==> config.mk <==
export PLATFORM = sky130hd
export DESIGN_NAME = drac_hart_reset_sequencer
export DESIGN_NICKNAME = d
export VERILOG_FILES = /design/src/rtl/drac_hart_reset_sequencer.sv
export SDC_FILE = /design/constraint.sdc
export NUM_CORES = 1
export LEC_CHECK = 0
export CAP_MARGIN = 40
export CORE_AREA = 2 2 105 67
export DETAILED_ROUTE_END_ITERATION = 16
export DIE_AREA = 0 0 107 69
export GPL_ROUTABILITY_DRIVEN = 0
export PLACE_DENSITY = 0.52
export SLEW_MARGIN = 20
export SYNTH_ARGS = -nofsm -noshare
export SYNTH_HDL_FRONTEND = slang
export SYNTH_SLANG_ARGS = --single-unit
==> constraint.sdc <==
create_clock -name clk_i -period 2.3 [get_ports clk_i]
set_input_delay 0.46 -clock clk_i [delete_from_list [all_inputs] [get_ports clk_i]]
set_output_delay 0.46 -clock clk_i [all_outputs]
set_load 0.01 [all_outputs]
==> src/rtl/drac_hart_reset_sequencer.sv <==
// Power-up and re-sequence reset gate for a cluster of top_drac harts.
// Harts leave reset one at a time after a wake interval; soft and global resets are layered on top.
module drac_hart_reset_sequencer #(
  parameter int unsigned NUM_HARTS       = 1,
  parameter int unsigned WAKEUP_CYCLES   = 32768,
  parameter int unsigned STAGGER_CYCLES  = 16,
  parameter int unsigned SOFT_RST_CYCLES = 8
) (
  input  logic                 clk_i,
  input  logic                 rst_ni,
  input  logic [NUM_HARTS-1:0] soft_rst_req_i,
  input  logic                 glb_rst_req_i,
  output logic [NUM_HARTS-1:0] hart_rst_no,
  output logic                 spc_grst_lo,
  output logic [NUM_HARTS-1:0] soft_rst_done_o,
  output logic                 seq_done_o,
  output logic [1:0]           fsm_state
);

  localparam int WW  = $clog2(WAKEUP_CYCLES + 1);
  localparam int SW  = (STAGGER_CYCLES > 0) ? $clog2(STAGGER_CYCLES + 1) : 1;
  localparam int SCW = $clog2(SOFT_RST_CYCLES + 1);
  localparam int IW  = (NUM_HARTS > 1) ? $clog2(NUM_HARTS) : 1;

  typedef enum logic [1:0] {
    WAKE    = 2'd0,
    RELEASE = 2'd1,
    RUN     = 2'd2,
    GHOLD   = 2'd3
  } state_e;

  state_e               state;
  logic [WW-1:0]        wake_cnt;
  logic [SW-1:0]        stg_cnt;
  logic [IW-1:0]        idx;
  logic [SCW-1:0]       hold_cnt;
  logic [SCW-1:0]       soft_cnt [NUM_HARTS];
  logic [NUM_HARTS-1:0] soft_active;

  logic                 glb_take;
  logic                 seq_begin;
  logic [NUM_HARTS-1:0] soft_start;
  logic [NUM_HARTS-1:0] soft_finish;
  logic [NUM_HARTS-1:0] active_next;

  assign fsm_state = state;

  always_comb begin
    glb_take    = glb_rst_req_i && (state == RELEASE || state == RUN);
    seq_begin   = (state == WAKE  && wake_cnt == WW'(WAKEUP_CYCLES - 1)) ||
                  (state == GHOLD && hold_cnt == SCW'(SOFT_RST_CYCLES - 1));
    soft_start  = '0;
    soft_finish = '0;
    for (int h = 0; h < NUM_HARTS; h++) begin
      soft_finish[h] = soft_active[h] && (soft_cnt[h] == SCW'(SOFT_RST_CYCLES - 1));
      // Outside soft reset every hart is released in RUN, so no separate release check.
      soft_start[h]  = (state == RUN) && !glb_rst_req_i && soft_rst_req_i[h] && !soft_active[h];
    end
    active_next = glb_take ? '0 : ((soft_active & ~soft_finish) | soft_start);
  end

  always_ff @(posedge clk_i or negedge rst_ni) begin
    if (!rst_ni) begin
      state           <= WAKE;
      wake_cnt        <= '0;
      stg_cnt         <= '0;
      idx             <= '0;
      hold_cnt        <= '0;
      soft_active     <= '0;
      hart_rst_no     <= '0;
      spc_grst_lo     <= 1'b0;
      soft_rst_done_o <= '0;
      seq_done_o      <= 1'b0;
      for (int h = 0; h < NUM_HARTS; h++) soft_cnt[h] <= '0;
    end else begin
      spc_grst_lo     <= 1'b1;
      soft_rst_done_o <= '0;
      soft_active     <= active_next;

      case (state)
        WAKE:  wake_cnt <= wake_cnt + 1'b1;
        GHOLD: hold_cnt <= hold_cnt + 1'b1;
        RELEASE, RUN: begin
          if (glb_take) begin
            // Cancels in-flight soft resets; their done pulses never fire.
            hart_rst_no <= '0;
            seq_done_o  <= 1'b0;
            hold_cnt    <= '0;
            state       <= GHOLD;
          end else if (state == RELEASE) begin
            if (stg_cnt == SW'(STAGGER_CYCLES - 1)) begin
              stg_cnt <= '0;
              idx     <= idx + 1'b1;
              for (int h = 0; h < NUM_HARTS; h++)
                if (idx == IW'(h)) hart_rst_no[h] <= 1'b1;
              if (idx == IW'(NUM_HARTS - 1)) begin
                state      <= RUN;
                seq_done_o <= 1'b1;
              end
            end else begin
              stg_cnt <= stg_cnt + 1'b1;
            end
          end else begin
            for (int h = 0; h < NUM_HARTS; h++) begin
              if (soft_start[h]) begin
                hart_rst_no[h] <= 1'b0;
                soft_cnt[h]    <= '0;
              end else if (soft_finish[h]) begin
                hart_rst_no[h]     <= 1'b1;
                soft_rst_done_o[h] <= 1'b1;
              end else if (soft_active[h]) begin
                soft_cnt[h] <= soft_cnt[h] + 1'b1;
              end
            end
            seq_done_o <= ~|active_next;
          end
        end
        default: state <= WAKE;
      endcase

      // Shared by the end of WAKE and the end of GHOLD: hart 0 goes first.
      if (seq_begin) begin
        stg_cnt <= '0;
        idx     <= IW'(1);
        if (STAGGER_CYCLES == 0 || NUM_HARTS == 1) begin
          hart_rst_no <= '1;
          seq_done_o  <= 1'b1;
          state       <= RUN;
        end else begin
          hart_rst_no[0] <= 1'b1;
          state          <= RELEASE;
        end
      end
    end
  end

endmodule

Yosys cells after proc, flatten, opt, wreduce, memory -nomap -nowiden
Cells that the tools add are included.
- shift operators: 0
- divide/modulo/power cells: 0
- add/subtract/negate cells: 5
- multiplexer cells: 39
- reduce and logical (&&, ||, !) cells: 29
- $lt $le $gt $ge: 0
- bitwise logic cells: 5
- multiply operators: 0
- equality and inequality tests: 13
- operators with widths (kind ; number):
    $mux W5 ; 5
    $mux W1 ; 23
    $add A16 B1 Y16 const B ; 1
    $eq A16 B15 Y1 const B ; 1
    $mux W4 ; 4
    $mux W2 ; 6
    $reduce_and A4 Y1 ; 3
    $reduce_bool A2 Y1 ; 5
    $add A4 B1 Y4 const B ; 2
    $eq A4 B3 Y1 const B ; 2
    $pmux W4 S2 ; 1
    $logic_and A1 B1 Y1 ; 7
    $reduce_and A3 Y1 ; 2
    $reduce_bool A3 Y1 ; 2
    $add A5 B1 Y5 const B ; 1
    $eq A5 B4 Y1 const B ; 1
    $reduce_and A5 Y1 ; 1
    $reduce_bool A5 Y1 ; 1
    $eq A2 B2 Y1 const B ; 2
    $ne A2 B2 Y1 const B ; 2
    $ne A4 B3 Y1 const B ; 1
    $ne A4 B4 Y1 const B ; 1
    $logic_not A1 Y1 ; 3
    $ne A3 B1 Y1 const B ; 1
    other kinds (10) ; 13
- memory bits (writable): 0
- bits in read-only memories: 0
- register bits after elaboration: 37
- word-level logic and storage cells: 102
- memories: 0
- bits in latches: 0

Depth between registers and ports, before layout
Gate-level depths: netlist of run 1.
- depth in word-level cells: 11
- mapped depth: 7
- mapped depth without buffers: 6

Worst setup path before layout of run 1
Ideal clock, no wire load.
- path type: register to register
- start point: reg state[0] (netlist: fsm_state[0])
- end point: reg idx
- setup slack: 542 ps
- path buffers: 1
- data arrival time: 1627 ps
- cell stages (with the launch flop): 8
- setup time: 132 ps
- cells stage by stage: dfrtp_1 inv_1 ha_1 buf_4 and4_4 nand4_4 o32ai_4 or3b_1
- cells in the longest elaborated chain, start to end: 5
- elaborated cells between the ends (all ways): 16
- RTL lines (item ; line ; text):
    start: declaration ; 32 ; state_e state;
    start signal: assignment ; 64 ; state <= WAKE;
    start signal: assignment ; 89 ; state <= GHOLD;
    start signal: assignment ; 97 ; state <= RUN;
    $eq A2 B1 Y1 (tied with other cells) ; 49, 80, 90 ;
    $logic_or A1 B1 Y1 (tied with other cells) ; 49 ; glb_take = glb_rst_req_i && (state == RELEASE || state == RUN);
    $logic_and A1 B1 Y1 / $logic_or A1 B1 Y1 (equally long branches) ; 49, 50 ;
    $ne A2 B1 Y1 (no line) / $reduce_bool A2 Y1 (equally long branches) ; - ;
    $reduce_and A4 Y1 (no line) ; - ;
    end signal: assignment ; 93 ; idx <= idx + 1'b1;
    end: declaration ; 35 ; logic [IW-1:0] idx;
Several ways; a longest one is shown, not always the timed one.
A chain may end at the register's enable or synchronous reset.

Worst setup path in the final report of run 1
- start point: reg state[1] (netlist: fsm_state[1])
- end point: reg stg_cnt[2]
- cells in the longest elaborated chain, start to end: 5
- elaborated cells between the ends (all ways): 15
- RTL lines (item ; line ; text):
    $eq A2 B1 Y1 (tied with other cells) ; 49, 80, 90 ;
    $logic_or A1 B1 Y1 (tied with other cells) ; 49 ;
    $logic_and A1 B1 Y1 / $logic_or A1 B1 Y1 (equally long branches) ; 49, 50 ;
    $ne A2 B1 Y1 (no line) / $reduce_bool A2 Y1 (equally long branches) ; - ;
    $reduce_and A3 Y1 (no line) ; - ;
    end signal: assignment ; 101 ; stg_cnt <= stg_cnt + 1'b1;
    end: declaration ; 34 ; logic [SW-1:0] stg_cnt;
Several ways; a longest one is shown, not always the timed one.

==> results of run 1 <==
-- synth_stat cells (all sizes together), types with 2 or more instances --
library cell	instances
dfrtp	37
o21ai	13
nand2	12
nor2	9
xnor2	9
ha	8
nand3	7
nand4	7
xor2	7
and4	6
a21oi	5
and3	4
inv	4
nand2b	4
nor3	4
a21o	2
a22oi	2
and4b	2
buf	2
mux2	2
nand3b	2
nand4b	2
nor2b	2
o31ai	2
-- worst paths after layout --
path / cells after the start / from / slack (ps) / to
worst max-delay path: 6 / fsm_state[1] / 310 / stg_cnt[2]
worst min-delay path: 1 / rst_ni / 110 / wake_cnt[8]
worst max register to register: 6 / fsm_state[1] / 310 / stg_cnt[2]
worst min register to register: 1 / wake_cnt[13] / 460 / wake_cnt[13]
max in group asynchronous: 2 / rst_ni / 1670 / stg_cnt[1]
min in group clk_i: 1 / wake_cnt[13] / 460 / wake_cnt[13]
-- final cells by class --
type / instances / area (um^2) / area share, %
clock inverter: 2 / 10.01 / 0.4662
sequential: 37 / 925.9 / 43.12
tap: 87 / 108.9 / 5.070
clock buffer: 6 / 72.57 / 3.380
timing repair buffer: 12 / 107.6 / 5.012
multi-input combinational: 127 / 907.1 / 42.25
inverter: 4 / 15.01 / 0.6993
-- cells by family after synthesis --
kind of cell             after synthesis
AND/OR/NAND/NOR                       68
flip-flops                            37
AO/OA/AOI/OAI                         31
XOR/XNOR                              16
adder cells (fa/ha/maj)                8
buffers and inverters                  7
multiplexers                           3
other                                  1
-- metal layers --
layer,vias up,GRT usage (%),part of all wire (%),wire (um)
li1,652,-,-,-
met1,596,16.58,58,2011
met2,13,12.81,37,1281
met3,5,4.352,4.1,142
met4,0,3.030,0.84,29
met5,-,0,0,0
-- worst max-delay path, delay by kind of cell, from the launching register on --
family / cells / cell delay (ps)
AOI/OAI and AO/OA: 1 / 470
adders and majority gates: 1 / 310
buffers and inverters: 1 / 120
DFF: 1 / 420
and+or+nand+nor: 3 / 530
-- state kept, by name, indices dropped and copies added (netlist names) --
register,flops
stg_cnt,5
hart_rst_no,1
hold_cnt,4
soft_active,1
seq_done_o,1
spc_grst_lo,1
fsm_state,2
idx,1
wake_cnt,16
soft_cnt,4
soft_rst_done_o,1
-- power groups by stage --
| stage | clock network (uW) | logic [uW] | registers [uW] |
|---|---|---|---|
| floorplan | 0 | 271 | 816 |
| global placement | 0 | 405 | 823 |
| detailed placement | 0 | 403 | 821 |
| CTS | 464 | 405 | 810 |
| global route | 488 | 455 | 829 |
| finish | 439 | 398 | 811 |
-- stage by stage --
| stage | worst slack [ps] | cell area (um^2) | hold slack, ps | cells | power (uW) |
|---|---|---|---|---|---|
| 3_5_place_dp | 263.9 | 2064 | 442.8 | 267 | 1224 |
| 2_1_floorplan | 541.5 | 1864 | 164.4 | 171 | 1087 |
| 6_report | 308.2 | 2147 | 106.1 | 275 | 1648 |
| 5_1_grt | 134.6 | 2147 | 135.2 | 275 | 1772 |
| 4_1_cts | 283.1 | 2147 | 121.7 | 275 | 1679 |
| 3_3_place_gp | 236.3 | 2064 | 434.2 | 267 | 1228 |
==> results.cfg, run 1 <==
[clocking]
cts-buffers-inserted = 5
cts_resized = 0
postCtsHoldBufs = 0
htree_num_levels = 2
cts_tree = yes
tritoncts_num_sinks = 37
cts.path.max_buffers = 2
worst_skew_pair.late_latency_ps = 290
cts.repair_timing.setup_buffer_count = 0
clk_transition_reported_paths_ps = 70
clock_root_buffer = sky130_fd_sc_hd__clkbuf_8

[yosys]
yosys.area_share.adder_pct = 5.369
synthXorXnorAreaFrac_pct = 7.517
synth_largest_area_cell = sky130_fd_sc_hd__dfrtp_1
synth.area.top_cells = sky130_fd_sc_hd__dfrtp_1 50%, sky130_fd_sc_hd__ha_1 5.4%, sky130_fd_sc_hd__xnor2_1 4.2%
synthDominantCellAreaShare_pct = 49.66
avg_inst_size_synth_um2 = 10.90
synth_top_family_by_area = simple AND/OR/NAND/NOR gates
synth_nets = 183
dominantRegCellSynth = sky130_fd_sc_hd__dfrtp_1
post_synth_mux_area_share_pct = 1.745
async_reset_ff_share_pct = 100.0
synth_compound_gate_area_share_pct = 11.34
count_of_mapped_cells_out_of_synthesis = 171
ys_seq_area_share_pct = 49.66
ys_warn_count = 0
yosys.area_share.simple_pct = 22.48
synthDistinctLibCells = 44
synthesis.area_um2 = 1864
ys_ff_latch = 37
post_synth_edffs = 0

[timing]
final.setup_skew_ps = 4.178
final-max-slew-violation-count = 0
finalCriticalPeriod_ps = 1992
setup_tns_ps = 0
fmaxAchievable_mhz = 502.1
timing.final.crit_share_pct = 86.60
final_hold_viol_count = 0
slew_headroom_pct = 66.40
count_of_endpoints_failing_setup_in_the_final_report = 0
tightest_slew_ps = 504.0
rsz0062_at_grt = false

[cells_and_area]
final_util_pct = 33.46
drive_above_1_share_pct = 9.574
layout_commonest_cell = sky130_fd_sc_hd__dfrtp_1
fillers = 661
finish.net_count = 199
syn2layout_area_growth_pct = 15.17
antenna_cells_inserted = 0
layout.cells.most_common_list = 37 x sky130_fd_sc_hd__dfrtp_1, 13 x sky130_fd_sc_hd__o21ai_0, 12 x sky130_fd_sc_hd__nand2_1

[routing]
drt_iter0_drc = 25
detailedRoute.firstPassIterationCount = 4
routed_wire_length_per_instance_um = 12.60
ant_nets = 0
wirelength_um = 3464
via_count = 1266
drt_drc_violations_left = 0
viasPerCell = 4.604

[power]
seq_power_share_pct = 49.2
power-per-cell-area_nw_per_um2 = 767.6
internal-power_uw = 1142
clock_power_share_pct = 26.6
cellLeakagePower_uw = 0.0009752
total_switching_power_uw = 506.4
p_sw_share_pct = 30.73
power.share.combinational_pct = 24.1
power.ir.vdd_worst_mv = 0.3427

[outcome]
status = complete, no violations

[floorplanning]
die_w_um = 107
fp-row-count = 23
die_area_um2 = 7383
initial_utilization_pct = 29.05
core_region_area_um2 = 6417
fp.dieH_um = 69
io-pin-count = 10

[setup_path]
crit_path_start_kind = register
worstPathCellList = inv_1 -> ha_1 -> and4_4 -> nand4_4 -> o32ai_4 -> nor2_1
slowest_stage = sky130_fd_sc_hd__o32ai_4
timing.critical_path.arrival_ps = 2150
critical_path_sink_type = register
cp_slowest_stage_delay_ps = 470
critical_path_type = reg -> reg
critPathRequiredTime_ps = 2450
crit_fanout = 10

[global_routing]
maximum_number_of_pins_on_one_net_before_global_route_repair = 21
global_route_total_overflow = 0
grt_pass1_wl_um = 6092
via_count_of_the_first_global_routing_pass = 1216
grt.total_usage_pct = 10.58
antenna_violations_before_repair = 0

[placed_design]
place.detailed.hpwl_um = 2465
io_buffers = 9

[flow_run]
max-cap-violations = 0

[hold_path]
timing.hold.worst.class = in -> async
(Power assumes the default switching activity.)
==> inputs of run 2 (changes only) <==
--- a/config.mk
+++ b/config.mk
@@ -5,11 +5,13 @@
 export SDC_FILE = /design/constraint.sdc
 export NUM_CORES = 1
 export LEC_CHECK = 0
+export ABC_AREA = 1
 export CAP_MARGIN = 40
-export CORE_AREA = 2 2 105 67
+export CORE_AREA = 2 2 107 67
 export DETAILED_ROUTE_END_ITERATION = 16
-export DIE_AREA = 0 0 107 69
+export DIE_AREA = 0 0 109 69
 export GPL_ROUTABILITY_DRIVEN = 0
+export GPL_TIMING_DRIVEN = 0
 export PLACE_DENSITY = 0.52
 export SLEW_MARGIN = 20
 export SYNTH_ARGS = -nofsm -noshare
==> run 2 against run 1 <==
- non-clock buffer count shrank 2
- first-iteration DRC count is 76% higher
- final cell count up 15%
- sequential share of layout area is 2.2 points lower
- critical path type unchanged
- critical endpoint is now soft_cnt[0]
==> results.cfg, run 2 <==
[timing]
fmaxAchievable_mhz = 499.4
final-max-slew-violation-count = 0
timing.final.crit_share_pct = 87.06
final_hold_viol_count = 0
count_of_endpoints_failing_setup_in_the_final_report = 0
rsz0062_at_grt = false
setup_tns_ps = 0
final.setup_skew_ps = 7.975
finalCriticalPeriod_ps = 2002

[yosys]
avg_inst_size_synth_um2 = 9.061
synth_top_cells_by_count = 37 x sky130_fd_sc_hd__dfrtp_1, 36 x sky130_fd_sc_hd__nand2_1, 31 x sky130_fd_sc_hd__inv_1
ys_ff_latch = 37
synthesis.area_um2 = 1912
synth.most_common_cell = sky130_fd_sc_hd__dfrtp_1
synth_largest_area_cell = sky130_fd_sc_hd__dfrtp_1
async_reset_ff_share_pct = 100.0
count_of_mapped_cells_out_of_synthesis = 211
synth_nets = 223
dominantRegCellSynth = sky130_fd_sc_hd__dfrtp_1
ys_warn_count = 0
ys_seq_area_share_pct = 48.43
synth.area.top_cells = sky130_fd_sc_hd__dfrtp_1 48%, sky130_fd_sc_hd__nand2_1 7.1%, sky130_fd_sc_hd__inv_1 6.1%
synthDistinctLibCells = 30
post_synth_edffs = 0
synthDominantCellAreaShare_pct = 48.43

[setup_path]
cp_slowest_stage_delay_ps = 440
crit_path_start_kind = register
critical_path_sink_type = register
critPathRequiredTime_ps = 2540
timing.critical_path.arrival_ps = 2240
cpLargestDelayFamily = simple AND/OR/NAND/NOR gates
cp_common_cell = sky130_fd_sc_hd__inv_1
crit_fanout = 8
critical_path_type = reg -> reg
worstPathCellList = inv_1 -> ha_1 -> nand2_2 -> inv_2 -> o21ai_1 -> inv_1 -> nor2_1 -> nand2_1 -> nor3_1 -> a21o_1
cp_num_buf_inv = 3
slowest_stage = sky130_fd_sc_hd__dfrtp_1

[placed_design]
io_buffers = 9
placement.cell_area_um2 = 2126
place.detailed.hpwl_um = 2706

[clocking]
cts_tree = yes
worst_skew_pair.late_latency_ps = 290
cts.path.max_buffers = 2
clock_root_buffer = sky130_fd_sc_hd__clkbuf_8
cts-buffers-inserted = 5
htree_num_levels = 2
tritoncts_num_sinks = 37
clk_transition_reported_paths_ps = 80
postCtsHoldBufs = 0

[cells_and_area]
layout.cells.most_common_list = 37 x sky130_fd_sc_hd__dfrtp_1, 35 x sky130_fd_sc_hd__nand2_1, 31 x sky130_fd_sc_hd__inv_1
antenna_cells_inserted = 0
stdcell_area_um2 = 2262
layout_top_registers = wake_cnt x16, stg_cnt x5
finish.net_count = 240
max_flop_register = wake_cnt
layout_commonest_cell = sky130_fd_sc_hd__dfrtp_1
drive_above_1_share_pct = 10.92
largest_register_ffs = 16
syn2layout_area_growth_pct = 18.32

[floorplanning]
die_w_um = 109
die_area_um2 = 7521
fp-row-count = 23
core_region_area_um2 = 6533
fp.dieH_um = 69
io-pin-count = 10
initial_utilization_pct = 29.27

[power]
power.ir.vdd_worst_mv = 0.3595
cellLeakagePower_uw = 0.001155
power-per-cell-area_nw_per_um2 = 923.0

[routing]
wirelength_um = 3542
drt_drc_violations_left = 0
ant_nets = 0
drt_iter0_drc = 44
via_count = 1327
detailedRoute.firstPassIterationCount = 4
routed_wire_length_per_instance_um = 11.21
viasPerCell = 4.199

[flow_run]
max-cap-violations = 0

[global_routing]
antenna_violations_before_repair = 0
maximum_number_of_pins_on_one_net_before_global_route_repair = 27
global_route_total_overflow = 0
grt.total_usage_pct = 10.47
grt_pass1_wl_um = 6078
via_count_of_the_first_global_routing_pass = 1254

[outcome]
status = complete, no violations

[hold_path]
timing.hold.worst.class = in -> async
==> run 2: changes by cell type after synthesis, moves of 5 or more <==
cell                      before  now
sky130_fd_sc_hd__and4_1        5    0
sky130_fd_sc_hd__inv_1         4   31
sky130_fd_sc_hd__nand2_1      12   36
sky130_fd_sc_hd__nand3_1       7   14
sky130_fd_sc_hd__nor2_1        9   20
sky130_fd_sc_hd__o21ai_0      13    8
==> run 2: worst paths after layout <==
path                         startpoint            to  slack (ps)  cells past startpoint
max                        fsm_state[0]   soft_cnt[0]         300                     10
min                              rst_ni   soft_cnt[2]          60                      1
max reg2reg                fsm_state[0]   soft_cnt[0]         300                     10
min reg2reg                wake_cnt[14]  wake_cnt[14]         480                      1
max in group asynchronous        rst_ni   hold_cnt[0]        1790                      2
min in group clk_i         wake_cnt[14]  wake_cnt[14]         480                      1
==> run 2: metal layers <==
layer	wire length [um]	global-route usage, %
met5	0	0
met4	25	2.991
met3	117	3.500
met2	1257	12.08
met1	2142	17.41
==> run 2: area by class of cell <==
class                      count  area, um^2
fill                         679        4270
multi-input combinational    140       853.3
clock inverter                 3       65.06
tap                           87       108.9
timing repair buffer          10       105.1
clock buffer                   5       68.82
inverter                      34       135.1
sequential                    37       925.9
==> run 2: timing repair <==
action	4_1_cts	5_1_grt
gates resized for setup	0	1
endpoints found under the setup margin	0	2
setup buffers	0	0
==> run 2: stage by stage <==
step | worst slack (ps) | hold slack [ps] | util, % | cells | power, uW
2_1_floorplan | 498.1 | 164.4 | - | 211 | 1232
3_3_place_gp | -202.3 | 461.7 | 32.31 | 307 | 1403
3_5_place_dp | 206.5 | 380.9 | 32.54 | 308 | 1419
4_1_cts | 237.6 | 62.24 | 34.59 | 316 | 2109
5_1_grt | 27.14 | 77.48 | 34.63 | 316 | 2236
6_report | 297.6 | 58.44 | 34.63 | 316 | 2088
==> run 2: kinds of logic after synthesis <==
logic type | count (synthesis) | synth area share (%)
buffers and inverters | 34 | 7.068
flip-flops | 37 | 48.43
AO/OA/AOI/OAI | 23 | 7.004
XOR/XNOR | 17 | 7.788
multiplexers | 1 | 0.5890
adder cells (fa/ha/maj) | 8 | 5.236
other | 1 | 0.1961
AND/OR/NAND/NOR | 90 | 23.69
==> run 2: power by group <==
group	internal (uW)	leakage, uW	switching (uW)
logic	237	0.000599	309
registers	766	0.000488	94.9
clock network	431	0.0000681	250
total	1430	0.00116	654
